## config.mk

```make
export PLATFORM = sky130hd
export DESIGN_NAME = multicycle_ctrl
export DESIGN_NICKNAME = d
export VERILOG_FILES = /design/src/rtl/multicycle_ctrl.sv
export SDC_FILE = /design/constraint.sdc
export NUM_CORES = 1
export LEC_CHECK = 0
export CORE_ASPECT_RATIO = 1.4
export CORE_MARGIN = 4
export CORE_UTILIZATION = 48
export DETAILED_ROUTE_END_ITERATION = 8
export GPL_ROUTABILITY_DRIVEN = 0
export GPL_TIMING_DRIVEN = 0
export HOLD_SLACK_MARGIN = 0.02
export PLACE_DENSITY = 0.84
export SETUP_SLACK_MARGIN = 0.3
export SYNTH_ARGS = -nofsm -noshare
export SYNTH_HDL_FRONTEND = slang
export SYNTH_SLANG_ARGS = --single-unit
export TNS_END_PERCENT = 1
```

## constraint.sdc

```tcl
create_clock -name clk -period 4.2 [get_ports clk]
set_input_delay 0.63 -clock clk [delete_from_list [all_inputs] [get_ports clk]]
set_output_delay 0.63 -clock clk [all_outputs]
set_load 0.01 [all_outputs]
```

## src/rtl/multicycle_ctrl.sv

```systemverilog
// multicycle_ctrl: FETCH/DECODE/EXEC/MEM/WB sequencer for a multi-cycle 32-bit
// datapath. Instruction and data memory share one req/ready port.
// Outputs are decoded combinationally from the state register and from the
// opcode/func captured in DECODE. All outputs are held at 0 while rst_n is low.
//
// Build option ILLEGAL_TRAP_EN:
//   defined   - an illegal opcode/func parks the FSM in TRAP (trap=1) until reset
//   undefined - an illegal instruction retires as a NOP from DECODE; trap tied 0
module multicycle_ctrl #(
    parameter int ALUCTL_W = 4,
    parameter int OP_W     = 6
) (
    input  logic                clk,
    input  logic                rst_n,
    input  logic [OP_W-1:0]     Opcode,
    input  logic [OP_W-1:0]     Func,
    input  logic                Zero,
    input  logic                mem_ready,
    output logic                mem_req,
    output logic                IorD,
    output logic                MemWrite,
    output logic                IRWrite,
    output logic                PCWrite,
    output logic                PCSrc,
    output logic                ALUSrc,
    output logic                RegDst,
    output logic                MemtoReg,
    output logic                RegWrite,
    output logic [ALUCTL_W-1:0] ALUControl,
    output logic                instr_done,
    output logic                trap
);

    // Opcode field values
    localparam logic [OP_W-1:0] OP_RTYPE = OP_W'(6'h00);
    localparam logic [OP_W-1:0] OP_LW    = OP_W'(6'h23);
    localparam logic [OP_W-1:0] OP_SW    = OP_W'(6'h2B);
    localparam logic [OP_W-1:0] OP_BEQ   = OP_W'(6'h04);
    localparam logic [OP_W-1:0] OP_ADDI  = OP_W'(6'h08);

    // R-type function field values
    localparam logic [OP_W-1:0] FN_ADD = OP_W'(6'h20);
    localparam logic [OP_W-1:0] FN_SUB = OP_W'(6'h22);
    localparam logic [OP_W-1:0] FN_AND = OP_W'(6'h24);
    localparam logic [OP_W-1:0] FN_OR  = OP_W'(6'h25);
    localparam logic [OP_W-1:0] FN_SLT = OP_W'(6'h2A);

    // ALUControl encodings
    localparam logic [ALUCTL_W-1:0] ALU_AND = ALUCTL_W'(4'b0000);
    localparam logic [ALUCTL_W-1:0] ALU_OR  = ALUCTL_W'(4'b0001);
    localparam logic [ALUCTL_W-1:0] ALU_ADD = ALUCTL_W'(4'b0010);
    localparam logic [ALUCTL_W-1:0] ALU_SUB = ALUCTL_W'(4'b0110);
    localparam logic [ALUCTL_W-1:0] ALU_SLT = ALUCTL_W'(4'b0111);

    typedef enum logic [2:0] {
        S_FETCH  = 3'd0,
        S_DECODE = 3'd1,
        S_EXEC   = 3'd2,
        S_MEM    = 3'd3,
        S_WB     = 3'd4,
        S_TRAP   = 3'd5
    } state_e;

    state_e            state_q, state_d;
    logic [OP_W-1:0]   op_q, fn_q;

    // Decode helpers -------------------------------------------------------

    function automatic logic func_legal(input logic [OP_W-1:0] fn);
        case (fn)
            FN_ADD, FN_SUB, FN_AND, FN_OR, FN_SLT: return 1'b1;
            default:                               return 1'b0;
        endcase
    endfunction

    function automatic logic instr_legal(input logic [OP_W-1:0] op,
                                         input logic [OP_W-1:0] fn);
        case (op)
            OP_RTYPE:                     return func_legal(fn);
            OP_LW, OP_SW, OP_BEQ, OP_ADDI: return 1'b1;
            default:                      return 1'b0;
        endcase
    endfunction

    function automatic logic [ALUCTL_W-1:0] func_alu(input logic [OP_W-1:0] fn);
        case (fn)
            FN_SUB:  return ALU_SUB;
            FN_AND:  return ALU_AND;
            FN_OR:   return ALU_OR;
            FN_SLT:  return ALU_SLT;
            default: return ALU_ADD;
        endcase
    endfunction

    // Class of the instruction captured in DECODE; only used from EXEC onward.
    logic is_r, is_lw, is_sw, is_beq;
    assign is_r   = (op_q == OP_RTYPE);
    assign is_lw  = (op_q == OP_LW);
    assign is_sw  = (op_q == OP_SW);
    assign is_beq = (op_q == OP_BEQ);

    // Legality is judged on the live IR fields during the DECODE cycle.
    logic dec_legal;
    assign dec_legal = instr_legal(Opcode, Func);

    // ALU setup chosen in EXEC and held through WB so ALUResult stays valid.
    logic [ALUCTL_W-1:0] ex_alu;
    logic                ex_alusrc;

    // ALU op / operand select for the latched instruction
    always_comb begin
        ex_alu    = ALU_ADD;
        ex_alusrc = 1'b1;
        if (is_r) begin
            ex_alu    = func_alu(fn_q);
            ex_alusrc = 1'b0;
        end else if (is_beq) begin
            ex_alu    = ALU_SUB;
            ex_alusrc = 1'b0;
        end
    end

    // State register; reset abandons whatever instruction was in flight
    always_ff @(posedge clk or negedge rst_n) begin
        if (!rst_n) state_q <= S_FETCH;
        else        state_q <= state_d;
    end

    // Capture opcode/func at the end of DECODE
    always_ff @(posedge clk or negedge rst_n) begin
        if (!rst_n) begin
            op_q <= '0;
            fn_q <= '0;
        end else if (state_q == S_DECODE) begin
            op_q <= Opcode;
            fn_q <= Func;
        end
    end

    // Ungated strobe values, masked by rst_n at the ports
    logic                mem_req_c, iord_c, memwrite_c, irwrite_c, pcwrite_c;
    logic                pcsrc_c, alusrc_c, regdst_c, memtoreg_c, regwrite_c;
    logic                done_c;
    logic [ALUCTL_W-1:0] alu_c;
`ifdef ILLEGAL_TRAP_EN
    logic                trap_c;
`endif

    // Next-state and strobe decode
    always_comb begin
        state_d    = state_q;
        mem_req_c  = 1'b0;
        iord_c     = 1'b0;
        memwrite_c = 1'b0;
        irwrite_c  = 1'b0;
        pcwrite_c  = 1'b0;
        pcsrc_c    = 1'b0;
        alusrc_c   = 1'b0;
        regdst_c   = 1'b0;
        memtoreg_c = 1'b0;
        regwrite_c = 1'b0;
        alu_c      = '0;
        done_c     = 1'b0;
`ifdef ILLEGAL_TRAP_EN
        trap_c     = 1'b0;
`endif
        case (state_q)
            S_FETCH: begin
                // ALU computes PC+4 while the fetch is outstanding
                mem_req_c = 1'b1;
                alu_c     = ALU_ADD;
                if (mem_ready) begin
                    irwrite_c = 1'b1;
                    pcwrite_c = 1'b1;
                    state_d   = S_DECODE;
                end
            end
            S_DECODE: begin
                if (dec_legal) begin
                    state_d = S_EXEC;
                end else begin
`ifdef ILLEGAL_TRAP_EN
                    state_d = S_TRAP;
`else
                    done_c  = 1'b1;
                    state_d = S_FETCH;
`endif
                end
            end
            S_EXEC: begin
                alu_c    = ex_alu;
                alusrc_c = ex_alusrc;
                if (is_beq) begin
                    pcsrc_c   = 1'b1;
                    pcwrite_c = Zero;
                    done_c    = 1'b1;
                    state_d   = S_FETCH;
                end else if (is_lw || is_sw) begin
                    state_d = S_MEM;
                end else begin
                    state_d = S_WB;
                end
            end
            S_MEM: begin
                // Request fields stay constant until the memory accepts
                mem_req_c  = 1'b1;
                iord_c     = 1'b1;
                alusrc_c   = 1'b1;
                alu_c      = ALU_ADD;
                memwrite_c = is_sw;
                if (mem_ready) begin
                    if (is_sw) begin
                        done_c  = 1'b1;
                        state_d = S_FETCH;
                    end else begin
                        state_d = S_WB;
                    end
                end
            end
            S_WB: begin
                alu_c      = ex_alu;
                alusrc_c   = ex_alusrc;
                regwrite_c = 1'b1;
                regdst_c   = is_r;
                memtoreg_c = is_lw;
                done_c     = 1'b1;
                state_d    = S_FETCH;
            end
`ifdef ILLEGAL_TRAP_EN
            S_TRAP: begin
                trap_c  = 1'b1;
                state_d = S_TRAP;
            end
`endif
            default: state_d = S_FETCH;
        endcase
    end

    // Force every output low while reset is asserted
    assign mem_req    = rst_n & mem_req_c;
    assign IorD       = rst_n & iord_c;
    assign MemWrite   = rst_n & memwrite_c;
    assign IRWrite    = rst_n & irwrite_c;
    assign PCWrite    = rst_n & pcwrite_c;
    assign PCSrc      = rst_n & pcsrc_c;
    assign ALUSrc     = rst_n & alusrc_c;
    assign RegDst     = rst_n & regdst_c;
    assign MemtoReg   = rst_n & memtoreg_c;
    assign RegWrite   = rst_n & regwrite_c;
    assign ALUControl = rst_n ? alu_c : '0;
    assign instr_done = rst_n & done_c;
`ifdef ILLEGAL_TRAP_EN
    assign trap       = rst_n & trap_c;
`else
    assign trap       = 1'b0;
`endif

endmodule

```

Word level (Yosys, flattened, before mapping)
Index checks and enable logic that the tools add are counted.
{"block": "op_classes", "add_sub_neg": 0, "n_mux": 33, "n_mul": 0, "eq_ne": 22, "order_cmp": 0, "n_div": 0, "shift": 0, "bitwise_logic": 11, "reduce_logical": 9}
{"cell": "$eq 6x6->1 const B", "n": 13}
{"cell": "$pmux 3 s4", "n": 2}
{"cell": "$mux 3", "n": 6}
{"cell": "$mux 1", "n": 17}
{"cell": "$eq 6x3->1 const B", "n": 2}
{"cell": "$logic_not 6->1", "n": 2}
{"cell": "$and 1x1->1", "n": 11}
{"cell": "$mux 4", "n": 2}
{"cell": "$pmux 4 s2", "n": 1}
{"cell": "$eq 3x2->1 const B", "n": 2}
{"cell": "$eq 6x4->1 const B", "n": 1}
{"cell": "$pmux 1 s2", "n": 3}
{"cell": "$reduce_or 5->1", "n": 1}
{"cell": "$ne 2x2->1 const B", "n": 2}
{"cell": "$pmux 1 s4", "n": 1}
{"cell": "$reduce_or 2->1", "n": 2}
{"cell": "$reduce_or 4->1", "n": 1}
{"cell": "$eq 3x1->1 const B", "n": 1}
{"cell": "$eq 3x3->1 const B", "n": 1}
{"cell": "$logic_not 3->1", "n": 1}
{"cell": "$mux 2", "n": 1}
{"cell": "$reduce_and 2->1", "n": 1}
{"cell": "$logic_or 1x1->1", "n": 1}
{"block": "totals", "inputBits": 16, "elab_cells": 78, "latchBits": 0, "rom_bits": 0, "output_inout_bits": 16, "ramBits": 0, "regBits": 15, "memories": 0}

Logic depth before layout (Yosys ltp)
{"block": "logic_depth", "word_depth": 7, "mapped_depth": 5, "depth_no_buf": 4}

Worst setup path after synthesis
No wires, ideal clock.
{"block": "synth_timing", "path_type": "register -> output", "from": "register op_q[4]", "to": "output port PCWrite", "path_stages_with_launch": 5, "arrival_time_ps": 1657, "n_path_buf": 0, "path_slack_ps": 1913, "cell_sequence": "dfrtp_1 -> or4_4 -> or4_4 -> nor2_2 -> a21o_1"}
{"block": "synth_via", "elab_chain_len": 4}
{"item": "start, declared", "line_no": "65", "rtl": "logic [OP_W-1:0] op_q, fn_q;"}
{"item": "start signal, assigned", "line_no": "135", "rtl": "op_q <= Opcode;"}
{"item": "$eq 6x3->1", "line_no": "100", "rtl": "assign is_beq = (op_q == OP_BEQ);"}
{"item": "$mux 1", "line_no": "193", "rtl": "if (is_beq) begin"}
{"item": "$pmux 1 s2", "line_no": "167", "rtl": "case (state_q)"}
{"item": "$and 1x1->1", "line_no": "244", "rtl": "assign PCWrite = rst_n & pcwrite_c;"}
{"item": "end, declared", "line_no": "23", "rtl": "output logic PCWrite,"}
No other way between the ends.

Final worst setup path
{"block": "layout_timing", "from": "input port rst_n", "to": "output port ALUControl[0]"}
{"block": "layout_via", "elab_chain_len": 1}
{"item": "start, declared", "line_no": "14", "rtl": "input logic rst_n,"}
{"item": "$mux 4", "line_no": "250", "rtl": "assign ALUControl = rst_n ? alu_c : '0;"}
{"item": "end, declared", "line_no": "29", "rtl": "output logic [ALUCTL_W-1:0] ALUControl,"}
No other way between the ends.

==> results_dict.tcl <==
set metrics [dict create \
    status "complete, no violations" \
    antenna_found_initial 0 \
    post_cts_buffers 0 \
    clock_sinks 15 \
    finClkSkew_ns 0.00686 \
    placed_area_sq_um 1260 \
    ff2ff_path_depth 4 \
    cp_num_buf_inv 2 \
    ctsRootBufferMaster "clkbuf_4" \
    arrival_ns 2.66 \
    grt_pass1_vias 884 \
    cts_resized 0 \
    multi_input_area_sq_um 524 \
    max_freq_mhz 304 \
    global_route.overflow_total 0 \
    synthAdderAreaFrac_pct 0 \
    most-common-layout-cells "clkdlybuf4s50_1 (28), dfrtp_1 (15), nand2_1 (9)" \
    fill_cells 155 \
    maxCapViolCount 0 \
    crit_family "buffers and inverters" \
    grt.total_usage_pct 17.4 \
    drtAntennaViolNets 0 \
    ys_warn_count 0 \
    syn_area_sq_um 946 \
    syn_to_final_growth_pct 36.8 \
    grt_pass1_wl_mm 3.53 \
    drtIter0Drc 12 \
    synth_cell_types 37 \
    avgSynthCellArea_sq_um 9.55 \
    first_pass_iters 4 \
    cpPeakStageDelay_ns 0.61 \
    io_buffers 29 \
    reg2reg_to "op_q[5]" \
    synth_xor_area_share_pct 1.85 \
    antenna_cells 0 \
    post-dp-hpwl_mm 1.83 \
    yosys.area_share.simple_pct 26.5 \
    worstHoldPathType "input pin to asynchronous set/reset pin" \
    drv_slew 0 \
    synth_edf_count 0 \
    cp_cell_sequence "dlymetal6s2s_1 > nand2b_1 > a21o_1 > nor4b_1 > clkdlybuf4s50_1" \
    synth_compound_area_share_pct 14.6 \
    regArea_sq_um 375 \
    mostFrequentLayoutCell "clkdlybuf4s50_1" \
    cp_max_fo 20 \
    ys_async_sr_fraction_pct 100 \
    wl_mm 2.16 \
    drive_above_1_share_pct 14.3 \
    nNetsFinal 150 \
    vias 898 \
    peakVddDrop_v 0.000295 \
    fin_setup_tns_ns 0 \
    finalSetupViolations 0 \
    crit_path_start "rst_n" \
    wl_per_cell_um 14.1 \
    path_class "input pin to output pin" \
    cp.required_ns 3.57 \
    cts_made_buffers 3 \
    report.final.hold_viol_count 0 \
    postCtsHoldBufs 0 \
    end_kind "output pin" \
    critPathLaunchType "input pin" \
    chipWidth_um 45.5 \
    via_per_inst 5.87 \
    ys_seq_area_share_pct 39.7 \
    post-route-min-period_ns 3.29 \
    slew_headroom_pct 46.1 \
    synth_mux_area_share_pct 11.8 \
    worst_path_max_delay_cell "dlymetal6s2s_1" \
    synth_ff_type "dfrtp_1" \
    powerDensity_nw_per_um2 293 \
    insertion_delay_ns 0.28 \
    io_pins 32 \
    ys_ff_latch 15 \
    fin_util_pct 70.9 \
    rows 18 \
    syn_inst 99 \
    initial_core_util_pct 51.9 \
    stdcell_area_sq_um 1290 \
    p_leak_nw 0.553 \
    setup_slack_ns 0.910 \
    cts_buffer_depth 2 \
    tightest_slew_ns 0.808 \
    grt_max_degree 21 \
    drc 0 \
    tritoncts "built" \
    coreArea_sq_um 1820 \
    h-tree-depth 1 \
    r2r-start "state_q[1]" \
    reg2reg_slack_ns 2.26 \
    period_share_pct 78.3 \
    rsz0062_at_grt "false" \
    synth_top_family_by_area "simple AND/OR/NAND/NOR gates" \
    die_h_um 60.5 \
    fp.dieArea_sq_um 2750 \
    clkTransAtPathRegs_ns 0.09 \
    place_ws_ns 0.467 \
]
==> metrics by stage <==
stage               power (W)  hold slack [ns]  instances
CTS                  0.000380            0.543        153
detailed placement   0.000300            0.522        149
global placement     0.000293            0.499        149
floorplan            0.000252            0.334        100
finish               0.000378            0.416        153
global route         0.000401            0.465        153
==> layer usage <==
layer | track usage, % | part of all wire (%) | up-vias
met2 | 33.1 | 52 | 31
li1 | - | - | 429
met3 | 2.97 | 6.5 | 8
met5 | 0 | 0 | -
met1 | 16.5 | 38 | 430
met4 | 10.5 | 3.6 | 0
==> worst register-to-register path, delay by kind of cell, from the launching register on <==
| kind | cells | cell delay [ns] |
|---|---|---|
| flip-flops | 1 | 0.36 |
| multiplexers | 1 | 0.35 |
| AND/OR/NAND/NOR | 1 | 0.61 |
| buffers and inverters | 2 | 0.52 |
==> where the power goes <==
group | internal [W] | switching (W)
logic | 0.0000569 | 0.0000487
registers | 0.000169 | 0.0000219
clock network | 0.0000369 | 0.0000450
total | 0.000263 | 0.000116
==> registers in the layout, indices dropped and copies added (netlist names) <==
register	cells
fn_q	6
op_q	6
state_q	3
==> logic make-up (layout without fill, tap and decap cells) <==
logic type             count (synthesis)  after routing
AND/OR/NAND/NOR                       41             41
AO/OA/AOI/OAI                         19             19
flip-flops                            15             15
buffers and inverters                 11             44
multiplexers                          10             10
XOR/XNOR                               2              2
other                                  1              2
==> Yosys cell counts, types with 3 or more instances <==
library cell  number  share of area (%)
inv_1              5                2.0
dfrtp_1           15                 40
mux2_2             8                9.5
nor3b_1            3                2.4
nor2_1             4                1.6
o21ai_0            6                3.2
nand2_1            9                3.6
clkbuf_1           3                1.2
nand2b_1           5                3.3
a21o_1             3                2.4
nor3_1             5                2.6
==> worst max path at each step <==
stage	cells after the start	slack [ns]	to
after floorplan	4	1.91	PCWrite
after global placement	5	0.52	ALUControl[0]
final	5	0.91	ALUControl[0]
after global routing	5	0.63	ALUControl[0]
after detailed placement	5	0.47	ALUControl[0]
after CTS	5	0.46	ALUControl[0]
==> layout make-up <==
type | instances | area share [%]
inverters | 5 | 1.45
well taps | 20 | 1.93
repair buffers | 29 | 22.6
multi-input cells | 74 | 40.5
clock buffers | 4 | 2.03
flip-flops and latches | 15 | 29.0
plain buffers | 6 | 2.42
Power figures use the tool's default switching activity.
